<file path="config.mk">
export PLATFORM = sky130hd
export DESIGN_NAME = pll_lock_seq
export DESIGN_NICKNAME = d
export VERILOG_FILES = /design/src/rtl/pll_lock_seq_pkg.sv /design/src/rtl/pll_lock_seq_lock_sync.sv /design/src/rtl/pll_lock_seq.sv
export SDC_FILE = /design/constraint.sdc
export NUM_CORES = 1
export LEC_CHECK = 0
export BUFFER_PORTS_ARGS = -buffer_cell sky130_fd_sc_hd__buf_2
export CAP_MARGIN = 0
export CORE_MARGIN = 3
export CORE_UTILIZATION = 53
export DETAILED_ROUTE_END_ITERATION = 8
export PLACE_DENSITY = 0.75
export RECOVER_POWER = 25
export SLEW_MARGIN = 20
export SYNTH_ARGS = -nofsm -noshare
export SYNTH_HDL_FRONTEND = slang
export SYNTH_SLANG_ARGS = --single-unit
export TNS_END_PERCENT = 5
</file>
<file path="constraint.sdc">
create_clock -name clk -period 2.4 [get_ports clk]
set_input_delay 0.48 -clock clk [delete_from_list [all_inputs] [get_ports clk]]
set_output_delay 0.48 -clock clk [all_outputs]
set_load 0.01 [all_outputs]
</file>
<file path="src/rtl/pll_lock_seq_pkg.sv">
// rtl/pll_lock_seq_pkg.sv - state encoding and timer sizing for the PLL lock sequencer
package pll_lock_seq_pkg;

  typedef enum logic [2:0] {
    S_PLLRST,
    S_WAIT,
    S_RELEASE,
    S_RUN,
    S_PS,
    S_FAIL
  } state_t;

  // Width of the shared timer: must hold the longest interval any state measures.
  function automatic int timer_w(input int lock_wait, input int rst_hold,
                                 input int rel_span, input int ps_span);
    int m;
    m = lock_wait;
    if (rst_hold > m) m = rst_hold;
    if (rel_span > m) m = rel_span;
    if (ps_span > m) m = ps_span;
    return $clog2(m + 1);
  endfunction

endpackage

</file>
<file path="src/rtl/pll_lock_seq_lock_sync.sv">
// rtl/pll_lock_seq_lock_sync.sv - 2-FF synchronizer for asynchronous status inputs, clears to 0
module lock_sync #(
  parameter int W = 1
) (
  input  logic         clk,
  input  logic         reset,
  input  logic [W-1:0] async_in,
  output logic [W-1:0] sync_out
);

  logic [W-1:0] meta;

  always_ff @(posedge clk) begin
    if (reset) begin
      meta     <= '0;
      sync_out <= '0;
    end else begin
      meta     <= async_in;
      sync_out <= meta;
    end
  end

endmodule

</file>
<file path="src/rtl/pll_lock_seq.sv">
// rtl/pll_lock_seq.sv - PLLA lock supervisor: reset pulse, lock filter, retries, staged domain
// reset release and dynamic phase-step handshake, all on the free-running reference clock
module pll_lock_seq
  import pll_lock_seq_pkg::*;
#(
  parameter int N_OUT       = 4,
  parameter int RST_HOLD    = 16,
  parameter int LOCK_FILTER = 64,
  parameter int LOCK_WAIT   = 27000,
  parameter int MAX_RETRY   = 3,
  parameter int REL_GAP     = 8,
  parameter int PS_PULSE_W  = 4,
  parameter int PS_GAP      = 8
) (
  input  logic             clk,
  input  logic             reset,
  input  logic             pll_lock,
  input  logic             restart,
  output logic             pll_reset,
  output logic [N_OUT-1:0] rst_out,
  output logic             locked,
  output logic             pll_fail,
  output logic [1:0]       retry_cnt,
  input  logic             ps_req,
  input  logic [2:0]       ps_sel_in,
  input  logic             ps_dir_in,
  output logic             ps_ack,
  output logic [2:0]       ps_sel,
  output logic             ps_dir,
  output logic             ps_pulse
);

  localparam int TW = timer_w(LOCK_WAIT, RST_HOLD, REL_GAP * N_OUT, PS_PULSE_W + PS_GAP);
  localparam int FW = $clog2(LOCK_FILTER + 1);
  localparam int IW = (N_OUT > 1) ? $clog2(N_OUT) : 1;

  localparam logic [TW-1:0] T_RST_END   = TW'(RST_HOLD - 1);
  localparam logic [TW-1:0] T_WAIT_END  = TW'(LOCK_WAIT - 1);
  localparam logic [TW-1:0] T_PULSE_END = TW'(PS_PULSE_W - 1);
  localparam logic [TW-1:0] T_PS_END    = TW'(PS_PULSE_W + PS_GAP - 1);
  localparam logic [FW-1:0] F_END       = FW'(LOCK_FILTER - 1);
  localparam logic [IW-1:0] IDX_LAST    = IW'(N_OUT - 1);

  state_t        state;
  logic [TW-1:0] timer;
  logic [FW-1:0] filt;
  logic [IW-1:0] rel_idx;
  logic          ps_armed;
  logic          lock_s;
  logic [1:0]    retry_next;
  logic [TW-1:0] rel_due;

  lock_sync #(.W(1)) u_lock_sync (
    .clk      (clk),
    .reset    (reset),
    .async_in (pll_lock),
    .sync_out (lock_s)
  );

  assign retry_next = retry_cnt + 2'd1;
  // Timer value on the cycle whose edge releases rst_out[rel_idx]; the timer keeps running across releases.
  assign rel_due    = TW'((int'(rel_idx) + 1) * REL_GAP - 1);

  always_ff @(posedge clk) begin
    if (reset) begin
      state     <= S_PLLRST;
      timer     <= '0;
      filt      <= '0;
      rel_idx   <= '0;
      ps_armed  <= 1'b1;
      pll_reset <= 1'b1;
      rst_out   <= '1;
      locked    <= 1'b0;
      pll_fail  <= 1'b0;
      retry_cnt <= '0;
      ps_ack    <= 1'b0;
      ps_pulse  <= 1'b0;
      ps_sel    <= '0;
      ps_dir    <= 1'b0;
    end else if (restart) begin
      state     <= S_PLLRST;
      timer     <= '0;
      filt      <= '0;
      rel_idx   <= '0;
      pll_reset <= 1'b1;
      rst_out   <= '1;
      locked    <= 1'b0;
      pll_fail  <= 1'b0;
      retry_cnt <= '0;
      ps_ack    <= 1'b0;
      ps_pulse  <= 1'b0;
      if (!ps_req) ps_armed <= 1'b1;
    end else begin
      ps_ack <= 1'b0;
      // A held request is served once; only a low ps_req re-arms the stepper.
      if (!ps_req) ps_armed <= 1'b1;

      if (!lock_s && (state == S_RELEASE || state == S_RUN || state == S_PS)) begin
        state     <= S_PLLRST;
        timer     <= '0;
        pll_reset <= 1'b1;
        rst_out   <= '1;
        locked    <= 1'b0;
        ps_pulse  <= 1'b0;
      end else begin
        case (state)
          S_PLLRST: begin
            if (timer == T_RST_END) begin
              state     <= S_WAIT;
              timer     <= '0;
              filt      <= '0;
              pll_reset <= 1'b0;
            end else begin
              timer <= timer + 1'b1;
            end
          end

          S_WAIT: begin
            if (lock_s && filt == F_END) begin
              state   <= S_RELEASE;
              timer   <= '0;
              rel_idx <= '0;
            end else if (timer == T_WAIT_END) begin
              retry_cnt <= retry_next;
              timer     <= '0;
              pll_reset <= 1'b1;
              if (retry_next == 2'(MAX_RETRY)) begin
                state    <= S_FAIL;
                pll_fail <= 1'b1;
              end else begin
                state <= S_PLLRST;
              end
            end else begin
              timer <= timer + 1'b1;
              filt  <= lock_s ? filt + 1'b1 : '0;
            end
          end

          S_RELEASE: begin
            if (timer == rel_due) begin
              rst_out[rel_idx] <= 1'b0;
              if (rel_idx == IDX_LAST) begin
                state     <= S_RUN;
                timer     <= '0;
                retry_cnt <= '0;
                locked    <= 1'b1;
              end else begin
                rel_idx <= rel_idx + 1'b1;
                timer   <= timer + 1'b1;
              end
            end else begin
              timer <= timer + 1'b1;
            end
          end

          S_RUN: begin
            if (ps_req && ps_armed) begin
              state    <= S_PS;
              timer    <= '0;
              ps_sel   <= ps_sel_in;
              ps_dir   <= ps_dir_in;
              ps_pulse <= 1'b1;
            end
          end

          S_PS: begin
            if (timer == T_PS_END) begin
              state    <= S_RUN;
              timer    <= '0;
              ps_ack   <= 1'b1;
              ps_armed <= 1'b0;
            end else begin
              if (timer == T_PULSE_END) ps_pulse <= 1'b0;
              timer <= timer + 1'b1;
            end
          end

          S_FAIL: begin
          end

          default: begin
            state <= S_PLLRST;
            timer <= '0;
          end
        endcase
      end
    end
  end

endmodule

</file>
==> After elaboration in Yosys (flattened, before gate mapping) <==
Index checks and enable logic that the tools add are counted.
{ "totals": {"out_inout_bits": 15, "ff_bits": 45} }
{ "classes": {"n_mux": 47, "order_cmp": 2, "bitwise_logic": 7, "eq_ne": 26, "add_sub_neg": 6, "reduce_logical": 25} }
{ "op_table": {"columns": ["cell", "n"], "rows": [
  ["$mux W15", 7],
  ["$pmux W15 S6", 1],
  ["$eq A15 B4 Y1 const B", 2],
  ["$mux W7", 4],
  ["$mux W3", 8],
  ["$pmux W3 S6", 1],
  ["$add A15 B1 Y15 const B", 1],
  ["$eq A15 B15 Y1", 1],
  ["$eq A15 B15 Y1 const B", 1],
  ["$eq A15 B2 Y1 const B", 1],
  ["$reduce_and A5 Y1", 3],
  ["$mux W2", 7],
  ["$ne A2 B2 Y1 const B", 7],
  ["$pmux W7 S2", 1],
  ["$mux W1", 13],
  ["$reduce_and A4 Y1", 3],
  ["$ne A2 B1 Y1 const B", 5],
  ["$pmux W2 S2", 2],
  ["$add A7 B1 Y7 const B", 1],
  ["$eq A7 B6 Y1 const B", 1],
  ["$reduce_and A7 Y1", 1],
  ["$sub A6 B1 Y7 const B", 1],
  ["$eq A3 B2 Y1 const B", 2],
  ["$eq A3 B3 Y1 const B", 2],
  ["other kinds (23)", 37]
]} }

==> Longest topological paths before layout <==
Gate-level depths: netlist of run 1.
{ "depth": {"ltp_word": 6, "mapped_depth": 9, "depth_no_buf": 8} }

==> By module <==
A second synthesis of run 1 with hierarchy kept.
{ "hier_totals": {"hier_cells": 302, "area_unflattened_um2": 2504.9} }
{ "modules_own_cells": {"columns": ["mod", "area_per_inst_um2", "n_inst", "cells_per_inst"], "rows": [
  ["pll_lock_seq", 2452.4, 1, 298],
  ["lock_sync", 52.6, 1, 4]
]} }

==> Least setup slack after synthesis of run 1 <==
No wires, ideal clock.
{ "synth_timing": {"kind": "register -> register", "from": "register rel_idx[0]", "to": "register rst_out[3]", "t_required_ps": 2286, "setup_time_ps": 114, "t_arrival_ps": 2141, "path_buffers": 0, "path_stages_with_launch": 9, "setup_slack_ps": 145, "synth_period_minus_slack_ps": 2255, "cell_sequence": "dfxtp_1 -> inv_1 -> ha_1 -> xnor3_1 -> nand4_1 -> or4_1 -> a211oi_2 -> nand2_1 -> a21o_1"} }
{ "synth_between": {"elab_chain_len": 6, "word_cells_on_any_way": 11, "classes_between": "add/sub (2); order compare (2); eq/ne (1); mux (2); bitwise (2); reduce/logical (2)"} }
{ "synth_rtl": {"columns": ["item", "line", "text"], "rows": [
  ["start: declaration", "pll_lock_seq.sv:47", "logic [IW-1:0] rel_idx;"],
  ["start signal: assignment", "pll_lock_seq.sv:148", "rel_idx <= rel_idx + 1'b1;"],
  ["parallel branches: the longest is 6 deep, another holds $sub A6 B1 Y7", null, null],
  ["end signal: assignment", "pll_lock_seq.sv:86", "rst_out <= '1;"],
  ["end signal: assignment", "pll_lock_seq.sv:102", "rst_out <= '1;"],
  ["end signal: indexed assignment", "pll_lock_seq.sv:141", "rst_out[rel_idx] <= 1'b0;"],
  ["end: declaration", "pll_lock_seq.sv:20", "output logic [N_OUT-1:0] rst_out,"]
]} }
Parallel ways; which one is timed is not known.
A chain may end at the register's enable or synchronous reset.

==> Worst setup path in the final report of run 1 <==
{ "layout_timing": {"from": "register timer[7]", "to": "register timer[8]"} }
{ "layout_between": {"elab_chain_len": 4, "word_cells_on_any_way": 12, "classes_between": "add/sub (1); eq/ne (4); mux (7)"} }
{ "layout_rtl": {"columns": ["item", "line", "text"], "rows": [
  ["start: declaration", "pll_lock_seq.sv:45", "logic [TW-1:0] timer;"],
  ["start signal: assignment", "pll_lock_seq.sv:114", "timer <= timer + 1'b1;"],
  ["start signal: assignment", "pll_lock_seq.sv:134", "timer <= timer + 1'b1;"],
  ["start signal: assignment", "pll_lock_seq.sv:149", "timer <= timer + 1'b1;"],
  ["$add A15 B1 Y15 / $eq A15 B15 Y1 (equally long branches)", null, null],
  ["$mux W15 (on tied branches)", "pll_lock_seq.sv:142, pll_lock_seq.sv:123", null],
  ["$mux W15 (on tied branches)", "pll_lock_seq.sv:140, pll_lock_seq.sv:119", null],
  ["$pmux W15 S6 *", "pll_lock_seq.sv:106", "case (state)"]
]} }
Every way passes the cells marked *; elsewhere a longest branch is shown, timed or not.

==> results.cfg, run 1 <==
[drt]
drt_iter0_drc = 138
wl_per_cell_um = 15.0
wl_mm = 5.99
drcViolationCount = 0
ant_nets = 0
dr.pass1.iters = 4
wl_met2_mm = 2.79
vias = 2353
vias_per_cell = 5.90
maxUsedRoutingLayer = met4
dr_wl_met3_um = 293
wl_met1_mm = 2.84

[yosys]
yosys.cell_count.top_type = dfxtp_1
synth.net_count = 314
synthesis.area_um2 = 2470
ys_seq_area_frac = 0.364
synth_area_leader_cell = dfxtp_1
avgSynthCellArea_um2 = 8.32
yosys_warnings = 0
synthTopCellsByCount = dfxtp_1 (45), nand2_1 (42), nor2_1 (25), o21ai_0 (22), a21oi_1 (12)
ys_async_sr_fraction = 0
yosys_register_bits = 45
synth_ff_type = dfxtp_1
synth_edf_count = 0
synth_top_area_frac = 0.364
synth_cell_types = 55
synthCells = 297
synth_area_leaders = dfxtp_1 (36%), nand2_1 (6.4%), o21ai_0 (4.5%)

[worst_setup_path]
r2r_end = timer[8]$_SDFFE_PP0P_
required_ns = 2.58
startpoint_type = flip-flop
path_max_fanout = 7
cp.arrival_ns = 2.55
critPathKind = flip-flop to flip-flop
endpoint = timer[8]$_SDFFE_PP0P_
reg2regPathDepth = 7
worstSetupEndpointType = flip-flop
timing.rr.start = timer[7]$_SDFFE_PP0P_
rrSetupSlack_ns = 0.03
cp-startpoint = timer[7]$_SDFFE_PP0P_

[clock_network]
cts_tree = yes
h-tree-depth = 2
root_buffer = clkbuf_8
clock_latency_ns = 0.30
clock-sinks = 45
clkTransAtPathRegs_ns = 0.08
clk_path_buf_depth = 2
cts_buffers = 5

[power_and_ir_drop]
p_sw_mw = 0.278
netSwitchingFraction = 0.207
fin_total_pwr_mw = 1.35
p_seq_frac = 0.558
peakVddDrop_mv = 0.245
clockPowerShare = 0.412
combPwrFrac = 0.030
power_density_nw_per_um2 = 455
leakage_nw = 1.11
p_int_mw = 1.07

[timing]
skew_ns = 0.00700
rsz0062_at_grt = true
max_slew.worst_pin.slew_ns = 0.566
period_share = 0.987
fmaxAchievable_ghz = 0.422
slew_headroom = 0.619
setup-tns-final_ns = 0
setup_violations = 0
layout_setup_ws_ns = 0.0321
min_period_ns = 2.37
slew_violations = 0
final_hold_viol_count = 0
hold_slack_ns = 0.376

[floorplanning]
die_w_um = 74.3
rows = 24
coreArea_um2 = 4440
io_pins = 24
die_h_um = 74.3
initial_utilization = 0.556
dieArea_um2 = 5520

[finish]
n_antenna_cell = 0
finalInstanceArea_um2 = 2960
area_growth_pct = 19.7
drive_gt1_frac = 0.207
nNetsFinal = 364

[place]
place.gp.congestion = 0.907
place_area_um2 = 2840
place_ws_ns = 0.0521
port_buffers = 23
dp_hpwl_mm = 4.52

[grt]
grt_pass1_vias = 2123
grt_first_pass_wirelength_mm = 10.1
grt_max_degree = 16
grt_remaining_overflow = 0
grtUsageTotal = 0.233
antenna_found_initial = 0

[worst_hold_path]
hp-class = input port to flip-flop

[job]
maxCapViolCount = 0

[status]
outcome = complete, no violations
==> placed cells by master, fill, tap and decap left out, types with 2 or more instances in the layout <==
cell type / instances
and3_1: 7
nor4_1: 2
o311ai_0: 2
nor2_1: 25
nor3_1: 10
xnor2_1: 4
clkbuf_1: 11
xor2_1: 3
nor4bb_1: 2
clkbuf_8: 5
and2_1: 2
ha_1: 7
nand3_1: 8
buf_4: 35
nand2b_1: 2
a32o_1: 4
a21o_1: 5
nand2_1: 42
or3b_2: 2
or2_2: 3
inv_1: 4
nor2b_1: 5
nor3b_1: 4
or3_1: 8
o211ai_1: 6
dfxtp_1: 45
buf_2: 12
o2111ai_1: 2
nor4_4: 3
nand4_1: 6
o21ai_0: 22
o21ai_2: 2
a211oi_1: 2
or4_4: 3
o21a_1: 2
a21oi_1: 12
mux2i_1: 7
==> how the worst min path moves through the flow <==
stage | end | depth (start not counted) | slack, ns | start
floorplan | u_lock_sync.sync_out$_SDFF_PP0_ | 1 | 0.41 | u_lock_sync.meta$_SDFF_PP0_
global placement | u_lock_sync.sync_out$_SDFF_PP0_ | 1 | 0.42 | u_lock_sync.meta$_SDFF_PP0_
detailed placement | u_lock_sync.sync_out$_SDFF_PP0_ | 1 | 0.43 | u_lock_sync.meta$_SDFF_PP0_
CTS | ps_armed$_SDFF_PP1_ | 2 | 0.37 | ps_req
global route | ps_armed$_SDFF_PP1_ | 2 | 0.38 | ps_req
finish | ps_armed$_SDFF_PP1_ | 2 | 0.38 | ps_req
==> kinds of logic (layout without fill, tap and decap cells) <==
| group | Yosys count | after routing | share of synthesized area |
|---|---|---|---|
| fa+ha+maj | 8 | 8 | 0.0405 |
| simple gates | 138 | 138 | 0.302 |
| buf+inv | 19 | 69 | 0.0314 |
| flops | 45 | 45 | 0.364 |
| mux | 9 | 9 | 0.0385 |
| xor+xnor | 8 | 8 | 0.0339 |
| compound gates | 70 | 70 | 0.189 |
==> layer usage <==
layer  up-vias  global-route usage
li1       1180                   -
met1      1103               0.332
met2        64               0.358
met3         6              0.0473
met4         0              0.0692
met5         -                   0
==> stage by stage <==
step                 util  instances
floorplan               -        297
detailed placement  0.639        390
global placement    0.639        390
global route        0.666        399
CTS                 0.662        397
finish              0.666        399
==> layout make-up <==
type / count / area [um2]
Multi-Input combinational cell: 233 / 1510
Clock buffer: 5 / 68.8
Clock inverter: 2 / 35.0
Tap cell: 52 / 65.1
Fill cell: 362 / 1490
Timing Repair Buffer: 58 / 364
Sequential cell: 45 / 901
Inverter: 4 / 15.0
==> what timing repair did <==
item / 4_1_cts / 5_1_grt
hold buffers: 0 / 0
gates resized for setup: 0 / 3
buffers inserted: 0 / 2
setup endpoints to repair: 0 / 13
==> registers in the layout, summed over array words and instances (netlist names) <==
signal and cells:
rst_out 4, state 3, ps_armed 1, pll_reset 1, u_lock_sync.meta 1, timer 15
ps_ack 1, locked 1, ps_dir 1, u_lock_sync.sync_out 1, rel_idx 2, pll_fail 1
ps_pulse 1, retry_cnt 2, filt 7, ps_sel 3
==> worst max-delay path: stages (launching register included) <==
cell and delay, ns:
dfxtp_1 0.31, or4_4 0.59, or4_4 0.60, nand2_1 0.11, o21ai_2 0.08, o21ai_2 0.27
buf_4 0.21, o211ai_1 0.10
==> power groups by stage <==
stage	combinational [mW]	sequential (mW)	clock [mW]
after CTS	0.0405	0.751	0.567
final	0.0404	0.751	0.554
after floorplan	0.0193	0.769	0
after detailed placement	0.0405	0.769	0
after global routing	0.0442	0.752	0.599
after global placement	0.0401	0.769	0
Power figures use the tool's default switching activity.
==> run 2: changes to the inputs <==
--- a/config.mk
+++ b/config.mk
@@ -5,12 +5,13 @@
 export SDC_FILE = /design/constraint.sdc
 export NUM_CORES = 1
 export LEC_CHECK = 0
+export ABC_AREA = 1
 export BUFFER_PORTS_ARGS = -buffer_cell sky130_fd_sc_hd__buf_2
 export CAP_MARGIN = 0
 export CORE_MARGIN = 3
-export CORE_UTILIZATION = 53
+export CORE_UTILIZATION = 54
 export DETAILED_ROUTE_END_ITERATION = 8
-export PLACE_DENSITY = 0.75
+export PLACE_DENSITY = 0.76
 export RECOVER_POWER = 25
 export SLEW_MARGIN = 20
 export SYNTH_ARGS = -nofsm -noshare
==> results.cfg, run 2 <==
[grt]
antenna_found_initial = 0
grt_max_degree = 17
grtUsageTotal = 0.229
grt_pass1_vias = 2712
grt_remaining_overflow = 0
grt_first_pass_wirelength_mm = 11.9

[worst_setup_path]
cp_top_family = simple AND/OR/NAND/NOR gates
cp.arrival_ns = 2.24
worstSetupEndpointType = flip-flop
timing.rr.start = rel_idx[0]$_SDFFE_PP0P_
r2r_end = timer[6]$_SDFFE_PP0P_
slowest_stage = dfxtp_1
startpoint_type = flip-flop
path_max_fanout = 11
cpPeakStageDelay_ns = 0.48
required_ns = 2.58
cp.buffers_inverters = 2
reg2regPathDepth = 13
rrSetupSlack_ns = 0.34
crit_top_cell = nand2_1
cp_cell_sequence = inv_2 > ha_1 > inv_1 > nand2_1 > nand2_1 > nand2_1 > nand2_1 > nor2_4 > nand3_1 > nand2_4 > nand3_4 > nand2_1 > a21oi_2
critPathKind = flip-flop to flip-flop

[floorplanning]
io_pins = 24
dieArea_um2 = 6590
rows = 26
die_w_um = 81.2
die_h_um = 81.2
coreArea_um2 = 5300
initial_utilization = 0.576

[finish]
n_antenna_cell = 0
final_common_cell = nand2_1
finalInstanceArea_um2 = 3260
nNetsFinal = 490
final_cell_mix = nand2_1 (110), nor2_1 (63), dfxtp_1 (45), inv_1 (43), nand3_1 (33)
largest-register = timer
instances_no_fill = 544
fill_cells = 534
top_regs = timer (15), filt (7), rst_out (4)
utilization = 0.615
drive_gt1_frac = 0.175
largest_register_ffs = 15
area_growth_pct = 6.80

[clock_network]
clock-sinks = 45
cts_setup_buffers = 0
h-tree-depth = 2
clk_path_buf_depth = 2
ctsResizeCount = 0
root_buffer = clkbuf_8
clock_latency_ns = 0.30
clkTransAtPathRegs_ns = 0.09
cts-hold-fix-buffers = 0
cts_tree = yes
cts_buffers = 5

[drt]
drcViolationCount = 0
dr.pass1.iters = 4
vias = 2971
wl_per_cell_um = 12.8
ant_nets = 0
wl_mm = 6.94
drt_iter0_drc = 170
vias_per_cell = 5.46

[power_and_ir_drop]
fin_total_pwr_mw = 1.29
leakage_nw = 1.33
power_density_nw_per_um2 = 395
peakVddDrop_mv = 0.259

[timing]
min_period_ns = 2.06
setup_violations = 0
skew_ns = 0.00537
slew_violations = 0
max_slew.worst_pin.slew_ns = 0.621
layout_setup_ws_ns = 0.341
setup-tns-final_ns = 0
rsz0062_at_grt = false
fmaxAchievable_ghz = 0.486
final_hold_viol_count = 0
period_share = 0.858
slew_headroom = 0.585
hold_slack_ns = 0.360

[place]
port_buffers = 23
place.gp.congestion = 0.916
place_ws_ns = 0.363
placedCellCount = 536
place_area_um2 = 3180
dp_hpwl_mm = 5.22

[yosys]
synth_edf_count = 0
synth_area_leader_cell = dfxtp_1
ys_async_sr_fraction = 0
synth_cell_types = 40
synthesis.area_um2 = 3050
ys_seq_area_frac = 0.295
yosys_register_bits = 45
yosys_warnings = 0
yosys.cell_count.top_type = nand2_1
avgSynthCellArea_um2 = 6.77
synth_area_leaders = dfxtp_1 (29%), nand2_1 (14%), nor2_1 (7.7%)
synthTopCellsByCount = nand2_1 (110), nor2_1 (63), dfxtp_1 (45), inv_1 (43), nand3_1 (33)
synth.net_count = 468
synthCells = 451
synth_top_area_frac = 0.295
synth_ff_type = dfxtp_1

[worst_hold_path]
hp-class = input port to flip-flop
hold_path_depth = 2
worstHoldStart = ps_req
min_to = ps_armed$_SDFF_PP1_

[job]
maxCapViolCount = 0

[status]
outcome = complete, no violations
-- run 2: worst max-delay path by stage --
stage	startpoint	endpoint	cells after the start
5_1_grt	rel_idx[0]$_SDFFE_PP0P_	timer[0]$_SDFFE_PP0P_	13
6_report	rel_idx[0]$_SDFFE_PP0P_	timer[6]$_SDFFE_PP0P_	13
3_5_place_dp	rel_idx[0]$_SDFFE_PP0P_	timer[0]$_SDFFE_PP0P_	13
4_1_cts	rel_idx[0]$_SDFFE_PP0P_	timer[13]$_SDFFE_PP0P_	13
2_1_floorplan	rel_idx[0]$_SDFFE_PP0P_	timer[0]$_SDFFE_PP0P_	14
3_3_place_gp	rel_idx[0]$_SDFFE_PP0P_	timer[0]$_SDFFE_PP0P_	13
-- run 2: logic make-up after synthesis --
logic type / count (synthesis) / share of synthesized area
compound gates: 57 / 0.112
buf+inv: 71 / 0.105
simple gates: 267 / 0.447
fa+ha+maj: 8 / 0.0328
xor+xnor: 3 / 0.00860
flops: 45 / 0.295
-- run 2: metal layers --
layer | global-route usage | wire length (um) | vias up
met5 | 0 | 0 | -
li1 | - | - | 1503
met3 | 0.0377 | 313 | 13
met1 | 0.285 | 3110 | 1375
met2 | 0.395 | 3370 | 80
met4 | 0.0878 | 144 | 0
-- run 2: final cells by class --
type	instances	area [um2]	area share
inverter	61	231	0.0710
tap	70	87.6	0.0269
sequential	45	901	0.276
timing repair buffer	25	113	0.0345
clock inverter	2	13.8	0.00422
clock buffer	6	82.6	0.0253
multi-input combinational	335	1830	0.562
-- run 2: power by group --
group	switching, mW	leakage (nW)	internal, mW
logic	0.0274	0.917	0.0126
clock network	0.264	0.0512	0.234
registers	0.00241	0.363	0.749
